$ cat src/rtl/rf_pkg.sv
// Shared RV32I register-file constants, imported by the regfile, decode and hazard units.
package rf_pkg;
  localparam int XLEN  = 32;
  localparam int NREGS = 32;
  localparam int AW    = $clog2(NREGS);
  localparam logic [AW-1:0] REG_ZERO = '0;
endpackage

$ cat src/rtl/rf_scoreboard.sv
// Busy-bit scoreboard: set at issue, cleared at writeback, with set taking priority.
module rf_scoreboard
  import rf_pkg::REG_ZERO;
#(
  parameter int NREGS = rf_pkg::NREGS,
  parameter int NRD   = 2,
  parameter int NWR   = 1,
  parameter int AW    = $clog2(NREGS)
) (
  input  logic              clk,
  input  logic              rst_n,
  input  logic [NRD*AW-1:0] raddr,
  input  logic [NWR-1:0]    we,
  input  logic [NWR*AW-1:0] waddr,
  input  logic              issue_valid,
  input  logic [AW-1:0]     issue_rd,
  output logic [NRD-1:0]    rbusy,
  output logic [NREGS-1:0]  busy_vec
);
  localparam logic [AW-1:0] ZERO = AW'(REG_ZERO);

  logic [NRD-1:0][AW-1:0] ra;
  logic [NWR-1:0][AW-1:0] wa;
  logic [NREGS-1:0]       busy_d, busy_q;

  assign ra = raddr;
  assign wa = waddr;

  always_comb begin
    busy_d = busy_q;
    for (int j = 0; j < NWR; j++)
      if (we[j]) busy_d[wa[j]] = 1'b0;
    // Applied after the clears so a new producer keeps the register busy.
    if (issue_valid && issue_rd != ZERO) busy_d[issue_rd] = 1'b1;
    busy_d[0] = 1'b0;
  end

  always_ff @(posedge clk or negedge rst_n) begin
    if (!rst_n) busy_q <= '0;
    else        busy_q <= busy_d;
  end

  // Looked up from stored state only; the hazard unit handles forwarding.
  always_comb begin
    rbusy = '0;
    for (int i = 0; i < NRD; i++) rbusy[i] = busy_q[ra[i]];
  end

  assign busy_vec = busy_q;
endmodule

$ cat src/rtl/regfile_mp.sv
// Multi-port integer register file with optional write-to-read bypass and busy scoreboard.
module regfile_mp
  import rf_pkg::REG_ZERO;
#(
  parameter int XLEN   = rf_pkg::XLEN,
  parameter int NREGS  = rf_pkg::NREGS,
  parameter int NRD    = 2,
  parameter int NWR    = 1,
  parameter bit BYPASS = 1'b1,
  parameter int AW     = $clog2(NREGS)
) (
  input  logic                clk,
  input  logic                rst_n,
  input  logic [NRD*AW-1:0]   raddr,
  output logic [NRD*XLEN-1:0] rdata,
  output logic [NRD-1:0]      rbusy,
  input  logic [NWR-1:0]      we,
  input  logic [NWR*AW-1:0]   waddr,
  input  logic [NWR*XLEN-1:0] wdata,
  input  logic                issue_valid,
  input  logic [AW-1:0]       issue_rd,
  output logic [NREGS-1:0]    busy_vec
);
  localparam logic [AW-1:0] ZERO = AW'(REG_ZERO);

  logic [NRD-1:0][AW-1:0]   ra;
  logic [NRD-1:0][XLEN-1:0] rd;
  logic [NWR-1:0][AW-1:0]   wa;
  logic [NWR-1:0][XLEN-1:0] wd;

  logic [XLEN-1:0] regs_d [NREGS];
  logic [XLEN-1:0] regs_q [NREGS];

  assign ra    = raddr;
  assign wa    = waddr;
  assign wd    = wdata;
  assign rdata = rd;

  // Ascending port order lets the higher-numbered port win a same-address write.
  always_comb begin
    regs_d = regs_q;
    for (int j = 0; j < NWR; j++)
      if (we[j] && wa[j] != ZERO) regs_d[wa[j]] = wd[j];
  end

  always_ff @(posedge clk or negedge rst_n) begin
    if (!rst_n) begin
      for (int r = 0; r < NREGS; r++) regs_q[r] <= '0;
    end else begin
      regs_q <= regs_d;
    end
  end

  // x0 storage is never written, so the plain lookup already returns zero for it.
  always_comb begin
    for (int i = 0; i < NRD; i++) begin
      rd[i] = regs_q[ra[i]];
      if (BYPASS && rst_n && ra[i] != ZERO)
        for (int j = 0; j < NWR; j++)
          if (we[j] && wa[j] == ra[i]) rd[i] = wd[j];
    end
  end

  rf_scoreboard #(
    .NREGS(NREGS),
    .NRD  (NRD),
    .NWR  (NWR),
    .AW   (AW)
  ) u_sb (
    .clk        (clk),
    .rst_n      (rst_n),
    .raddr      (raddr),
    .we         (we),
    .waddr      (waddr),
    .issue_valid(issue_valid),
    .issue_rd   (issue_rd),
    .rbusy      (rbusy),
    .busy_vec   (busy_vec)
  );
endmodule

$ cat config.mk
export PLATFORM = sky130hd
export DESIGN_NAME = regfile_mp
export DESIGN_NICKNAME = d
export VERILOG_FILES = /design/src/rtl/rf_pkg.sv /design/src/rtl/rf_scoreboard.sv /design/src/rtl/regfile_mp.sv
export SDC_FILE = /design/constraint.sdc
export NUM_CORES = 2
export LEC_CHECK = 0
export CAP_MARGIN = 10
export CORE_MARGIN = 2
export CORE_UTILIZATION = 55
export CTS_BUF_LIST = sky130_fd_sc_hd__clkbuf_4
export DETAILED_ROUTE_END_ITERATION = 6
export GPL_ROUTABILITY_DRIVEN = 1
export MAX_ROUTING_LAYER = met4
export PLACE_DENSITY = 0.82
export SLEW_MARGIN = 0
export SYNTH_ARGS = -nofsm -noshare
export SYNTH_HDL_FRONTEND = slang
export SYNTH_SLANG_ARGS = --single-unit
$ cat constraint.sdc
create_clock -name clk -period 4.77 [get_ports clk]
set_clock_uncertainty 0.1 [all_clocks]
set_input_delay 0.7155 -clock clk [delete_from_list [all_inputs] [get_ports clk]]
set_output_delay 0.7155 -clock clk [all_outputs]
set_load 0.01 [all_outputs]
==> run metrics <==
outcome finished, final reports clean; Post-Syn Instances ~3,900; Final ANT Viol Nets 0; fraction of post-synthesis cell area in the top cell type by area between 40% and 50%; arrival time at the worst endpoint just under 4000 ps; global router's overall resource usage approximately a third; buffers from clock root to sink, at most 4; clock latency on the worst-skew pair 1170 ps; critical path class in -> out; DR DRC count 0; initial cell density of the core between 50% and 60%; TritonCTS sink count ~1,100; standby leakage power ~0.028 uW; Max Clock Freq 213 MHz; post-layout power around 26,000 uW; pre-CTS setup slack about 96 ps; top library cells by usage in the layout, fill and taps aside sky130_fd_sc_hd__mux2_2, sky130_fd_sc_hd__dfrtp_1, sky130_fd_sc_hd__mux4_2; Max-cap violations 0; worst max-slew margin expressed relative to the limit between 20% and 30%; worst-case reg-to-reg path depth 2; most repeated library cell on the critical path sky130_fd_sc_hd__clkdlybuf4s50_1; H-tree level count 5; final worst path period share a little over nine tenths; number of port buffers ~150; sum of negative setup slack 0 ps; average via count per standard cell 7.09; initial antenna violation count 8; post-synthesis register bit count roughly 1,100; fraction of final layout cells sized beyond drive strength 1 52.7%; via count of the first global-routing pass 42,300; area of the mapped netlist 57,100 sq um; setup repair after global routing missed its margin no; ordered cell list for the critical path clkdlybuf4s50_1, nor3_1, buf_4, a211oi_4, and2_2, o31ai_1, clkdlybuf4s50_1; post-route worst setup slack ~68 ps; Pwr per Cell Area approximately 400 nW/um^2; delay of the slowest cell on the worst path ~780 ps; postcts setup bufs 0; number of warning messages in the yosys log 0; detailed-route wire length per cell 31.2 um; HPWL Detailed between 100 and 150 mm; die outline width 326 um; site row count 118; Final Setup Violations 0; Critical R2R Launch u_sb.busy_vec[23]; post-synthesis sequential area ratio a little under half; Reg2Reg Setup Slack between 3000 and 4000 ps; core footprint roughly 100,000 sq um; element type at the critical path start input pin; gp weighted congestion 0.883; Crit Reg-Reg Endpoint u_sb.busy_vec[23]; highest net fanout along the worst path 16; total via count in the routed design 40,300; measured slew at the worst slew-check pin 1100 ps; synth-to-layout area growth 12.2%; clock root buffer sky130_fd_sc_hd__clkbuf_4; commonest non-fill, non-tap cell in the layout sky130_fd_sc_hd__mux2_2; type of the worst min-delay path in -> async; asr flop ratio synth between 90% and 100%; clock slew at the register clock pins of the worst setup and hold paths 70 ps; synth unique cells 47; element type at the critical path end output port; largest net degree at the start of global routing roughly 180; number of slew-limit violations in the final report 0; first-pass GRT wire length 266 mm; Synth area leader sky130_fd_sc_hd__dfrtp_1; Synth area leaders sky130_fd_sc_hd__dfrtp_1, sky130_fd_sc_hd__mux2_2, sky130_fd_sc_hd__mux4_2, sky130_fd_sc_hd__clkbuf_1, sky130_fd_sc_hd__buf_2; post-CTS resize count 0; die area roughly 110,000 sq um; Avg Inst Size Synth 14.5 sq um; Hold-fix buffers, CTS 2; Congestion Overflow GR 0; slowest cell on the critical path sky130_fd_sc_hd__o31ai_1; number of detailed-route iterations in the first pass 6; die extent in y ~330 um; leading register cell type out of synthesis sky130_fd_sc_hd__dfrtp_1; count of routing violations after the opening detailed-route iteration between 4,000 and 5,000; Final Critical Period between 4000 and 5000 ps; Routed WL around 180 mm; total clock buffers created by CTS roughly 290; I/O pin count 154; data required time of the worst path 3950 ps; Post-layout nets roughly 4,200; Max VDD drop between 0.2 and 0.25 mV; count of flip-flops with a built-in enable after synthesis 0; final hold violation count 0; launching element of the worst setup path waddr[2]; post-synthesis net count about 4,000; clock tree from TritonCTS built
## worst max path at each step
stage,to,slack [ps],cells after the start
after floorplan,rbusy[1],1610,6
after global placement,rdata[21],100,6
after detailed placement,rdata[21],100,6
after CTS,rdata[21],60,6
after global routing,rdata[21],50,6
final,rdata[60],70,7
## cell families after synthesis
group	synth area share, %
XOR/XNOR	0.138
flip-flops	46.2
buffers and inverters	3.65
AND/OR/NAND/NOR	3.01
other	0.00657
AO/OA/AOI/OAI	5.85
multiplexers	41.1
## power by group
part / switching, uW / internal, uW
clock: 3780 / 4060
sequential: 1310 / 10700
combinational: 2350 / 3470
## flip-flops by register name (all words and copies together) (netlist names)
signal         flops
regs_q          1024
u_sb.busy_vec     31
## cell type report
type / count / area [sq um]
antenna: 9 / 22.5
clock buffer: 395 / 2970
clock inverter: 57 / 358
fill: 7353 / 39100
inverter: 15 / 56.3
multi-input combinational: 2400 / 28900
sequential: 1055 / 26400
tap: 1380 / 1730
timing repair buffer: 363 / 3670
## synth_stat cells, types with 7 or more instances
| master | number |
|---|---|
| sky130_fd_sc_hd__o211a_1 | 31 |
| sky130_fd_sc_hd__nand2_1 | 118 |
| sky130_fd_sc_hd__mux2i_1 | 35 |
| sky130_fd_sc_hd__o21ai_0 | 9 |
| sky130_fd_sc_hd__a22o_1 | 14 |
| sky130_fd_sc_hd__nor3b_1 | 7 |
| sky130_fd_sc_hd__o2111a_1 | 32 |
| sky130_fd_sc_hd__buf_4 | 14 |
| sky130_fd_sc_hd__and3_1 | 67 |
| sky130_fd_sc_hd__nand3b_1 | 7 |
| sky130_fd_sc_hd__a21boi_0 | 31 |
| sky130_fd_sc_hd__a22oi_1 | 67 |
| sky130_fd_sc_hd__dfrtp_1 | 1055 |
| sky130_fd_sc_hd__mux2_2 | 1107 |
| sky130_fd_sc_hd__o31ai_1 | 63 |
| sky130_fd_sc_hd__buf_2 | 182 |
| sky130_fd_sc_hd__a21oi_1 | 33 |
| sky130_fd_sc_hd__nand3_1 | 37 |
| sky130_fd_sc_hd__o22ai_1 | 12 |
| sky130_fd_sc_hd__buf_1 | 19 |
| sky130_fd_sc_hd__xor2_1 | 9 |
| sky130_fd_sc_hd__inv_1 | 14 |
| sky130_fd_sc_hd__mux2_1 | 13 |
| sky130_fd_sc_hd__nor2_1 | 54 |
| sky130_fd_sc_hd__nand4_1 | 32 |
| sky130_fd_sc_hd__a221oi_1 | 63 |
| sky130_fd_sc_hd__clkbuf_1 | 243 |
| sky130_fd_sc_hd__mux4_2 | 467 |
| sky130_fd_sc_hd__o211ai_1 | 63 |
## routing by layer
metal	track usage (%)	routed length, um
met5	-	0
met4	20.2	11100
met3	10.2	20300
met2	50.5	81300
met1	43.0	64400
## through the flow
stage	hold slack, ps	instance area [sq um]	cells	util, %
global route	182	64100	5673	62.1
detailed placement	282	60700	5211	58.8
CTS	107	64100	5665	62.1
finish	186	64100	5674	62.1
global placement	277	60700	5211	58.8
floorplan	320	57100	3931	-
## worst max-delay path, delay by kind of cell
family                 cells  cell delay [ps]
buffers and inverters      3             1480
AND/OR/NAND/NOR            2              810
AO/OA/AOI/OAI              2              850
(Power assumes the default switching activity.)
